File: config.mk
export PLATFORM = sky130hd
export DESIGN_NAME = dmem_arbiter
export DESIGN_NICKNAME = d
export VERILOG_FILES = /design/src/rtl/dmem_arbiter.sv
export SDC_FILE = /design/constraint.sdc
export NUM_CORES = 1
export LEC_CHECK = 0
export CAP_MARGIN = 5
export CORE_AREA = 2 2 124 126
export DETAILED_ROUTE_END_ITERATION = 16
export DIE_AREA = 0 0 126 128
export PLACE_DENSITY = 0.78
export SLEW_MARGIN = 20
export SYNTH_ARGS = -nofsm -noshare
export SYNTH_HDL_FRONTEND = slang
export SYNTH_SLANG_ARGS = --single-unit
File: constraint.sdc
create_clock -name clk -period 2.3 [get_ports clk]
set_input_delay 0.46 -clock clk [delete_from_list [all_inputs] [get_ports clk]]
set_output_delay 0.46 -clock clk [all_outputs]
set_load 0.01 [all_outputs]
File: src/rtl/dmem_arbiter.sv
// Data-memory arbiter: serialises CPU and debug-port accesses onto one single-port memory,
// waits out the fixed read latency and flags misaligned or out-of-range addresses.
module dmem_arbiter #(
    parameter int AW           = 10,
    parameter int MEM_LAT      = 1,
    parameter int CPU_PRIORITY = 0
) (
    input  logic          clk,
    input  logic          rst,
    input  logic          halt_i,
    input  logic          cpu_req,
    input  logic          cpu_we,
    input  logic [31:0]   cpu_addr,
    input  logic [31:0]   cpu_wdata,
    output logic          cpu_gnt,
    output logic          cpu_rvalid,
    output logic [31:0]   cpu_rdata,
    output logic          cpu_err,
    output logic          cpu_stall,
    input  logic          dbg_req,
    input  logic          dbg_we,
    input  logic [31:0]   dbg_addr,
    input  logic [31:0]   dbg_wdata,
    output logic          dbg_gnt,
    output logic          dbg_rvalid,
    output logic [31:0]   dbg_rdata,
    output logic          dbg_err,
    output logic          mem_en,
    output logic          mem_we,
    output logic [AW-1:0] mem_addr,
    output logic [31:0]   mem_wdata,
    input  logic [31:0]   mem_rdata,
    output logic          busy
);

    typedef enum logic [1:0] {IDLE, ISSUE, WAIT, DONE} state_t;
    typedef enum logic {OWN_CPU, OWN_DBG} owner_t;

    localparam logic [3:0] LAT_M1 = 4'(MEM_LAT - 1);

    state_t      state, state_nxt;
    owner_t      owner, last_owner, winner;
    logic        take;
    logic        lat_we;
    logic [31:0] lat_addr;
    logic [31:0] lat_wdata;
    logic [3:0]  wait_cnt;
    logic        cpu_elig, dbg_elig;
    logic        addr_err, is_cpu, is_dbg, in_done;
    logic [31:0] load_data;

    assign cpu_elig = cpu_req & ~halt_i;
    assign dbg_elig = dbg_req;
    assign addr_err = (lat_addr[1:0] != 2'b00) | (lat_addr[31:AW+2] != '0);

    always_comb begin
        // NOTE: every signal gets a default before the case so no path leaves it unassigned (no latch).
        state_nxt = state;
        winner    = OWN_CPU;
        take      = 1'b0;
        unique case (state)
            IDLE: begin
                if (cpu_elig && dbg_elig) begin
                    take   = 1'b1;
                    winner = (CPU_PRIORITY != 0 || last_owner == OWN_DBG) ? OWN_CPU : OWN_DBG;
                end else if (cpu_elig) begin
                    take   = 1'b1;
                    winner = OWN_CPU;
                end else if (dbg_elig) begin
                    take   = 1'b1;
                    winner = OWN_DBG;
                end
                if (take) state_nxt = ISSUE;
            end
            ISSUE:   state_nxt = (addr_err || MEM_LAT == 1) ? DONE : WAIT;
            WAIT:    if (wait_cnt == 4'd1) state_nxt = DONE;
            DONE:    state_nxt = IDLE;
            default: state_nxt = IDLE;
        endcase
    end

    always_ff @(posedge clk or negedge rst) begin
        if (!rst) begin
            state      <= IDLE;
            owner      <= OWN_CPU;
            last_owner <= OWN_DBG;
            lat_we     <= 1'b0;
            lat_addr   <= '0;
            lat_wdata  <= '0;
            wait_cnt   <= '0;
        end else begin
            // NOTE: non-blocking assignments so every register samples pre-edge values.
            state <= state_nxt;
            if (take) begin
                owner      <= winner;
                last_owner <= winner;
                lat_we     <= (winner == OWN_CPU) ? cpu_we    : dbg_we;
                lat_addr   <= (winner == OWN_CPU) ? cpu_addr  : dbg_addr;
                lat_wdata  <= (winner == OWN_CPU) ? cpu_wdata : dbg_wdata;
            end
            if (state == ISSUE)     wait_cnt <= LAT_M1;
            else if (state == WAIT) wait_cnt <= wait_cnt - 4'd1;
        end
    end

    assign is_cpu  = (owner == OWN_CPU);
    assign is_dbg  = (owner == OWN_DBG);
    assign in_done = (state == DONE);

    // Stores and rejected accesses return zero; only a good load forwards memory data.
    assign load_data = (in_done && !lat_we && !addr_err) ? mem_rdata : '0;

    assign cpu_gnt    = (state == ISSUE) & is_cpu;
    assign dbg_gnt    = (state == ISSUE) & is_dbg;
    assign cpu_rvalid = in_done & is_cpu;
    assign dbg_rvalid = in_done & is_dbg;
    assign cpu_err    = in_done & is_cpu & addr_err;
    assign dbg_err    = in_done & is_dbg & addr_err;
    assign cpu_rdata  = is_cpu ? load_data : '0;
    assign dbg_rdata  = is_dbg ? load_data : '0;

    assign mem_en    = (state == ISSUE) & ~addr_err;
    assign mem_we    = mem_en & lat_we;
    assign mem_addr  = mem_en ? lat_addr[AW+1:2] : '0;
    assign mem_wdata = mem_en ? lat_wdata : '0;

    // Gated by rst so the CPU sees no stall while the arbiter itself is held in reset.
    assign cpu_stall = rst & cpu_req & ~(in_done & is_cpu);
    assign busy      = (state != IDLE);

endmodule

==> metrics.txt, run 1 <==
# TYPE chip_impl_metric gauge
chip_impl_metric{name="timing.final.max_slew_violations",unit=""} 0
chip_impl_metric{name="part_of_the_yosys_area_used_for_sequential_elements",unit="%"} 31.6
chip_impl_info{name="failed_checks",value="setup timing"} 1
chip_impl_metric{name="layout-drive-gt1-share",unit="%"} 37.5
chip_impl_metric{name="total_of_warnings_raised_by_yosys",unit=""} 0
chip_impl_metric{name="layout.core_utilization",unit="%"} 66.7
chip_impl_metric{name="cts.hold.buffers_added",unit=""} 0
chip_impl_info{name="run_status",value="finished, violations left"} 1
chip_impl_metric{name="dpl_cell_area",unit="um^2"} 9060
chip_impl_info{name="rr_startpoint",value="state[0]"} 1
chip_impl_metric{name="hold_viol",unit=""} 0
chip_impl_metric{name="required",unit="ps"} 1840
chip_impl_metric{name="chipHeight",unit="um"} 128
chip_impl_metric{name="setup_viol_count_final",unit=""} 108
chip_impl_metric{name="globalRoute.totalOverflow",unit=""} 0
chip_impl_metric{name="crit_fanout",unit=""} 15
chip_impl_info{name="worstSetupEndpointType",value="output port"} 1
chip_impl_metric{name="core_region_area",unit="um^2"} 14900
chip_impl_metric{name="clock_skew",unit="ps"} 6.31
chip_impl_metric{name="total_wire_length",unit="um"} 23600
chip_impl_metric{name="dp_cells",unit=""} 1144
chip_impl_info{name="end_of_the_critical_path",value="mem_wdata[26]"} 1
chip_impl_metric{name="worst_r2r_path_depth",unit=""} 7
chip_impl_metric{name="finish.cell_count_without_fillers",unit=""} 1182
chip_impl_info{name="hold_class",value="input port to async pin"} 1
chip_impl_metric{name="worst_slew_margin_rel",unit="%"} 33.9
chip_impl_metric{name="fp.dieArea",unit="um^2"} 16100
chip_impl_metric{name="pwr_density_cell",unit="nW/um^2"} 767
chip_impl_metric{name="portBuffers",unit=""} 282
chip_impl_info{name="rsz0062_at_grt",value="true"} 1
chip_impl_metric{name="synth_simple_gate_area_share",unit="%"} 26.6
chip_impl_metric{name="synth_area_per_cell",unit="um^2"} 7.98
chip_impl_metric{name="cts.clk_slew.worst_paths",unit="ps"} 60
chip_impl_metric{name="drv_cap",unit=""} 0
chip_impl_metric{name="die_x",unit="um"} 126
chip_impl_metric{name="synth_xor_xnor_area_share",unit="%"} 0
chip_impl_metric{name="fmaxAchievable",unit="GHz"} 0.403
chip_impl_metric{name="drt.antenna.violating_nets",unit=""} 0
chip_impl_metric{name="grt_start_max_net_pins",unit=""} 89
chip_impl_metric{name="overall_via_count_from_detail_route",unit=""} 6871
chip_impl_metric{name="post_synth_fa_ha_maj_area_fraction",unit="%"} 1.30
chip_impl_metric{name="vdd.ir_drop.worst",unit="uV"} 498
chip_impl_metric{name="nets_final",unit=""} 1162
chip_impl_metric{name="post_route_clock_period_utilization",unit="%"} 108
chip_impl_info{name="timing.critical_path.from",value="lat_addr[26]"} 1
chip_impl_metric{name="synth.lib_cells_used.distinct",unit=""} 38
chip_impl_metric{name="fin_worst_hold_slack",unit="ps"} 395
chip_impl_metric{name="synthCells",unit=""} 724
chip_impl_metric{name="ports",unit=""} 283
chip_impl_metric{name="cts.htree.levels",unit=""} 3
chip_impl_info{name="startpoint_type",value="flip-flop"} 1
chip_impl_metric{name="grt.total_usage",unit="%"} 26.7
chip_impl_info{name="cts_tree",value="built"} 1
chip_impl_metric{name="synth_nets",unit=""} 897
chip_impl_metric{name="synth_compound_area_share",unit="%"} 28.0
chip_impl_metric{name="place_worst_setup_slack",unit="ps"} -285
chip_impl_metric{name="layout.cell_area.non_filler",unit="um^2"} 9920
chip_impl_metric{name="floorplan.initialDensity",unit="%"} 38.9
chip_impl_metric{name="total_power",unit="mW"} 7.61
chip_impl_metric{name="route.detailed.wl_per_inst",unit="um"} 20.0
chip_impl_metric{name="grt_pass1_wl",unit="um"} 34800
chip_impl_metric{name="vias_in_the_first_global_route",unit=""} 6641
chip_impl_metric{name="synth-seq-cells",unit=""} 73
chip_impl_info{name="critical_path.reg2reg.endpoint",value="lat_wdata[3]"} 1
chip_impl_metric{name="setup_slack",unit="ps"} -183
chip_impl_info{name="largest_family_of_logic_cells_by_synthesized_area",value="compound AO/OA/AOI/OAI gates"} 1
chip_impl_metric{name="area.growth.synth_to_final",unit="%"} 71.7
chip_impl_metric{name="mappedNetlistArea",unit="um^2"} 5780
chip_impl_metric{name="clk_latency",unit="ps"} 330
chip_impl_metric{name="synth_mux_area_share",unit="%"} 0.541
chip_impl_metric{name="max-clock-path-buffers",unit=""} 2
chip_impl_metric{name="drt_first_iter_violations",unit=""} 373
chip_impl_metric{name="grt_antenna_before_repair",unit=""} 2
chip_impl_metric{name="worst_pin_slew",unit="ps"} 991
chip_impl_metric{name="setup.reg_to_reg.worst_slack",unit="ps"} 360
chip_impl_info{name="criticalPathCategory",value="flip-flop to output port"} 1
chip_impl_metric{name="drtPass1Iterations",unit=""} 10
chip_impl_info{name="clockRootBuffer",value="clkbuf_16"} 1
chip_impl_metric{name="cts_made_buffers",unit=""} 9
chip_impl_metric{name="power.leakage",unit="nW"} 4.36
chip_impl_metric{name="finalWeightedCongestion",unit=""} 0.826
chip_impl_metric{name="dp_hpwl",unit="um"} 14400
chip_impl_metric{name="clkSinkCount",unit=""} 73
chip_impl_metric{name="drc",unit=""} 0
chip_impl_metric{name="rows",unit=""} 45
chip_impl_metric{name="finalCriticalPeriod",unit="ps"} 2480
chip_impl_metric{name="viasPerCell",unit=""} 5.81
chip_impl_metric{name="setup_tns",unit="ps"} -11340
chip_impl_metric{name="cp_data_arrival_time",unit="ps"} 2020
-- critical path: stages (launching register included) --
cell and delay [ps]:
dfrtp_1 380, nor4_2 260, buf_4 160, nand4_4 100, buf_12 200, buf_12 170
nor4_2 240, buf_2 180
-- synthesized netlist by cell type --
cell type  number  share of area [%]
a21boi_0        1               0.13
a21o_1          2               0.26
a21oi_1         1              0.087
a22o_1          1               0.15
a22oi_1        65                8.4
and2_1          2               0.22
and3_1          2               0.22
and3b_1         1               0.15
and4_1          1               0.15
buf_1          12               0.78
buf_2          22                1.9
buf_4           3               0.39
buf_6           2               0.39
clkbuf_1       58                3.8
dfrtp_1        72                 31
dfstp_2         1               0.45
ha_1            6                1.3
inv_1          72                4.7
inv_2           1              0.065
mux2_2          1               0.19
mux2i_1         2               0.35
nand2_1        68                4.4
nand2b_1        3               0.32
nand3_1        32                2.8
nand3_2         1               0.17
nand3b_1       32                4.2
nand4_2         1               0.22
nor2_1          7               0.45
nor2b_1         2               0.22
nor3_1         46                4.0
nor3_2         20                3.5
nor3b_1         1               0.13
nor4_1         43                4.7
nor4_2          4               0.87
o21ai_0        69                6.0
o21ai_1         1              0.087
o221a_2        65                 13
o32a_1          1               0.17
-- power breakdown --
| part | internal, mW | switching [mW] | total (mW) |
|---|---|---|---|
| clock network | 0.862 | 0.551 | 1.41 |
| registers | 1.88 | 0.295 | 2.18 |
| logic | 1.82 | 2.19 | 4.01 |
-- layout by cell type, fill, tap and decap left out, types with 47 or more instances in the layout --
master	Yosys	final
a22oi_1	65	65
o21ai_0	69	69
buf_2	22	108
nor3_2	20	47
o221a_2	65	65
inv_1	72	72
clkdlybuf4s50_1	0	165
nand2_1	68	67
dfrtp_1	72	71
-- logic make-up after synthesis --
group | count (synthesis)
and+or+nand+nor | 266
muxes | 3
adders and majority gates | 6
DFF | 73
buffers and inverters | 170
AOI/OAI and AO/OA | 206
-- metal layers --
metal  GRT usage (%)  wire length, um
met1            33.7             9180
met2            44.9            12000
met3            5.55             1710
met4            11.0              741
met5               0                0
-- timing repair --
| item | 4_1_cts | 5_1_grt |
|---|---|---|
| buffers inserted | 3 | 4 |
| endpoints found under the hold margin | 0 | 0 |
| gates cloned | 8 | 8 |
| setup endpoints to repair | 115 | 111 |
| pin swaps | 13 | 9 |
| resized for setup | 566 | 31 |
-- sequential cells by signal, indices dropped and copies added (netlist names) --
signal      count
lat_wdata      32
wait_cnt        4
lat_we          1
lat_addr       32
last_owner      1
is_dbg          1
state           2
-- worst min-delay path by stage --
stage	end	slack, ps	depth (start not counted)
2_1_floorplan	is_dbg	160	0
3_3_place_gp	last_owner	510	1
3_5_place_dp	last_owner	510	1
4_1_cts	lat_wdata[2]	430	2
5_1_grt	lat_wdata[6]	480	2
6_report	lat_wdata[7]	400	2
-- cell type report --
type / count / area [um^2]
repair buffers: 351 / 3370
clock inverters: 5 / 56.3
flip-flops and latches: 73 / 1830
diodes: 1 / 2.50
fillers: 1227 / 4940
inverters: 73 / 274
multi-input cells: 481 / 3920
clock buffers: 10 / 239
well taps: 188 / 235
No activity file was read; power rests on OpenSTA's default activity.
==> run 2, diff against run 1 <==
CAP_MARGIN = 25   (was 5)
CORE_AREA = 2 2 156 158   (was 2 2 124 126)
DIE_AREA = 0 0 158 160   (was 0 0 126 128)
PLACE_DENSITY = 0.53   (was 0.78)
==> metrics.txt, run 2 (synthesis results as in run 1) <==
# TYPE chip_impl_metric gauge
chip_impl_metric{name="route.detailed.wl_per_inst",unit="um"} 19.4
chip_impl_metric{name="overall_via_count_from_detail_route",unit=""} 6889
chip_impl_info{name="failed_checks",value="setup timing"} 1
chip_impl_metric{name="area.growth.synth_to_final",unit="%"} 86.6
chip_impl_metric{name="drv_cap",unit=""} 0
chip_impl_info{name="critical_path.reg2reg.endpoint",value="lat_wdata[2]"} 1
chip_impl_metric{name="setup.reg_to_reg.worst_slack",unit="ps"} 230
chip_impl_metric{name="crit_fanout",unit=""} 28
chip_impl_info{name="startpoint_type",value="flip-flop"} 1
chip_impl_info{name="rr_startpoint",value="state[0]"} 1
chip_impl_metric{name="fmaxAchievable",unit="GHz"} 0.385
chip_impl_metric{name="required",unit="ps"} 1840
chip_impl_metric{name="setup_slack",unit="ps"} -299
chip_impl_info{name="largest_registers",value="lat_addr x32, lat_wdata x32, wait_cnt x4"} 1
chip_impl_metric{name="vdd.ir_drop.worst",unit="uV"} 432
chip_impl_metric{name="cts.htree.levels",unit=""} 3
chip_impl_metric{name="nets_final",unit=""} 1205
chip_impl_metric{name="globalRoute.totalOverflow",unit=""} 0
chip_impl_info{name="criticalPathCategory",value="flip-flop to output port"} 1
chip_impl_metric{name="clk_latency",unit="ps"} 340
chip_impl_metric{name="drt.antenna.violating_nets",unit=""} 0
chip_impl_metric{name="dp_hpwl",unit="um"} 16800
chip_impl_metric{name="ports",unit=""} 283
chip_impl_metric{name="worst_r2r_path_depth",unit=""} 8
chip_impl_metric{name="grt_start_max_net_pins",unit=""} 80
chip_impl_metric{name="hold_viol",unit=""} 0
chip_impl_metric{name="drt_first_iter_violations",unit=""} 413
chip_impl_metric{name="vias_in_the_first_global_route",unit=""} 6733
chip_impl_info{name="hold_class",value="input port to async pin"} 1
chip_impl_metric{name="cts.hold.buffers_added",unit=""} 0
chip_impl_metric{name="core_region_area",unit="um^2"} 23800
chip_impl_metric{name="chipHeight",unit="um"} 160
chip_impl_metric{name="max-clock-path-buffers",unit=""} 2
chip_impl_metric{name="layout.area.seq",unit="um^2"} 1830
chip_impl_metric{name="clock_skew",unit="ps"} 5.11
chip_impl_metric{name="layout-drive-gt1-share",unit="%"} 41.3
chip_impl_metric{name="grt.total_usage",unit="%"} 19.8
chip_impl_info{name="rsz0062_at_grt",value="true"} 1
chip_impl_metric{name="finalWeightedCongestion",unit=""} 0.739
chip_impl_metric{name="finalCriticalPeriod",unit="ps"} 2600
chip_impl_info{name="worstSetupEndpointType",value="output port"} 1
chip_impl_metric{name="pwr_density_cell",unit="nW/um^2"} 751
chip_impl_metric{name="die_x",unit="um"} 158
chip_impl_metric{name="portBuffers",unit=""} 282
chip_impl_info{name="layout.cells.most_common",value="clkdlybuf4s50_1"} 1
chip_impl_metric{name="grt_pass1_wl",unit="um"} 38900
chip_impl_metric{name="viasPerCell",unit=""} 5.06
chip_impl_metric{name="setup_viol_count_final",unit=""} 108
chip_impl_metric{name="filler_cell_count",unit=""} 2350
chip_impl_metric{name="power.leakage",unit="nW"} 4.81
chip_impl_metric{name="total_wire_length",unit="um"} 26300
chip_impl_metric{name="cts.clk_slew.worst_paths",unit="ps"} 60
chip_impl_metric{name="drtPass1Iterations",unit=""} 5
chip_impl_metric{name="timing.final.max_slew_violations",unit=""} 0
chip_impl_metric{name="fp.dieArea",unit="um^2"} 25300
chip_impl_info{name="final_cell_mix",value="clkdlybuf4s50_1 (165), buf_2 (106), inv_1 (72), dfrtp_1 (71), o21ai_0 (69)"} 1
chip_impl_metric{name="worst_pin_slew",unit="ps"} 578
chip_impl_metric{name="cp_data_arrival_time",unit="ps"} 2140
chip_impl_metric{name="rows",unit=""} 57
chip_impl_metric{name="grt_antenna_before_repair",unit=""} 0
chip_impl_metric{name="antenna-diode-count",unit=""} 0
chip_impl_info{name="run_status",value="finished, violations left"} 1
chip_impl_info{name="cts_tree",value="built"} 1
chip_impl_metric{name="dpl_cell_area",unit="um^2"} 9360
chip_impl_info{name="clockRootBuffer",value="clkbuf_16"} 1
chip_impl_metric{name="area_of_the_multi_input_gates",unit="um^2"} 4180
chip_impl_metric{name="drc",unit=""} 0
chip_impl_metric{name="floorplan.initialDensity",unit="%"} 24.3
chip_impl_metric{name="worst_slew_margin_rel",unit="%"} 61.5
chip_impl_metric{name="layout.cell_area.non_filler",unit="um^2"} 10800
chip_impl_metric{name="cts_made_buffers",unit=""} 9
chip_impl_metric{name="clkSinkCount",unit=""} 73
chip_impl_metric{name="post_route_clock_period_utilization",unit="%"} 113
chip_impl_metric{name="fin_worst_hold_slack",unit="ps"} 176
[run 2: routing by layer]
layer	GRT usage [%]	up-vias	part of all wire, %
li1	-	3298	-
met1	25.1	3306	43
met2	33.6	254	49
met3	4.45	31	6.6
met4	5.69	0	1.6
met5	0	-	0
[run 2: cell type report]
type / count / area share, %
tap: 324 / 3.76
clock buffer: 11 / 2.34
multi-input combinational: 481 / 38.7
inverter: 73 / 2.56
sequential: 73 / 17.0
clock inverter: 5 / 0.279
timing repair buffer: 394 / 35.3
[run 2: report_power, final]
part	switching (mW)	internal, mW	leakage [nW]	total, mW
combinational	2.40	2.15	3.88	4.56
clock	0.564	0.784	0.137	1.35
sequential	0.304	1.89	0.788	2.19
[run 2: worst max-delay path by stage]
| stage | start | to | slack [ps] | cells past startpoint |
|---|---|---|---|---|
| 2_1_floorplan | lat_addr[26] | mem_wdata[26] | 330 | 4 |
| 3_3_place_gp | lat_addr[26] | cpu_rdata[29] | -310 | 7 |
| 3_5_place_dp | lat_addr[26] | mem_wdata[30] | -330 | 6 |
| 4_1_cts | lat_addr[26] | dbg_rdata[18] | -360 | 8 |
| 5_1_grt | lat_addr[31] | cpu_rdata[25] | -430 | 9 |
| 6_report | lat_addr[31] | mem_wdata[19] | -300 | 7 |
[run 2: repair_timing]
action	4_1_cts	5_1_grt
pin swaps	25	39
setup buffers	27	16
resized for setup	592	83
cloned	10	5
setup endpoints to repair	115	110
[run 2: per-stage QoR]
step	setup TNS [ps]	util (%)	instances	power, mW	setup WS [ps]
floorplan	0	-	724	4.34	332
global placement	-19470	39.3	1295	5.96	-306
detailed placement	-21980	39.3	1295	5.98	-333
CTS	-24600	42.9	1348	7.86	-356
global route	-34950	45.3	1361	8.68	-425
finish	-21780	45.3	1361	8.09	-299
[run 2: worst max-delay path, cell delays in order (launching register included)]
cell and delay [ps]:
dfrtp_1 420, nor4_2 280, buf_4 160, nand4_4 130, buf_4 180, buf_12 180
nor4_1 240, buf_2 180
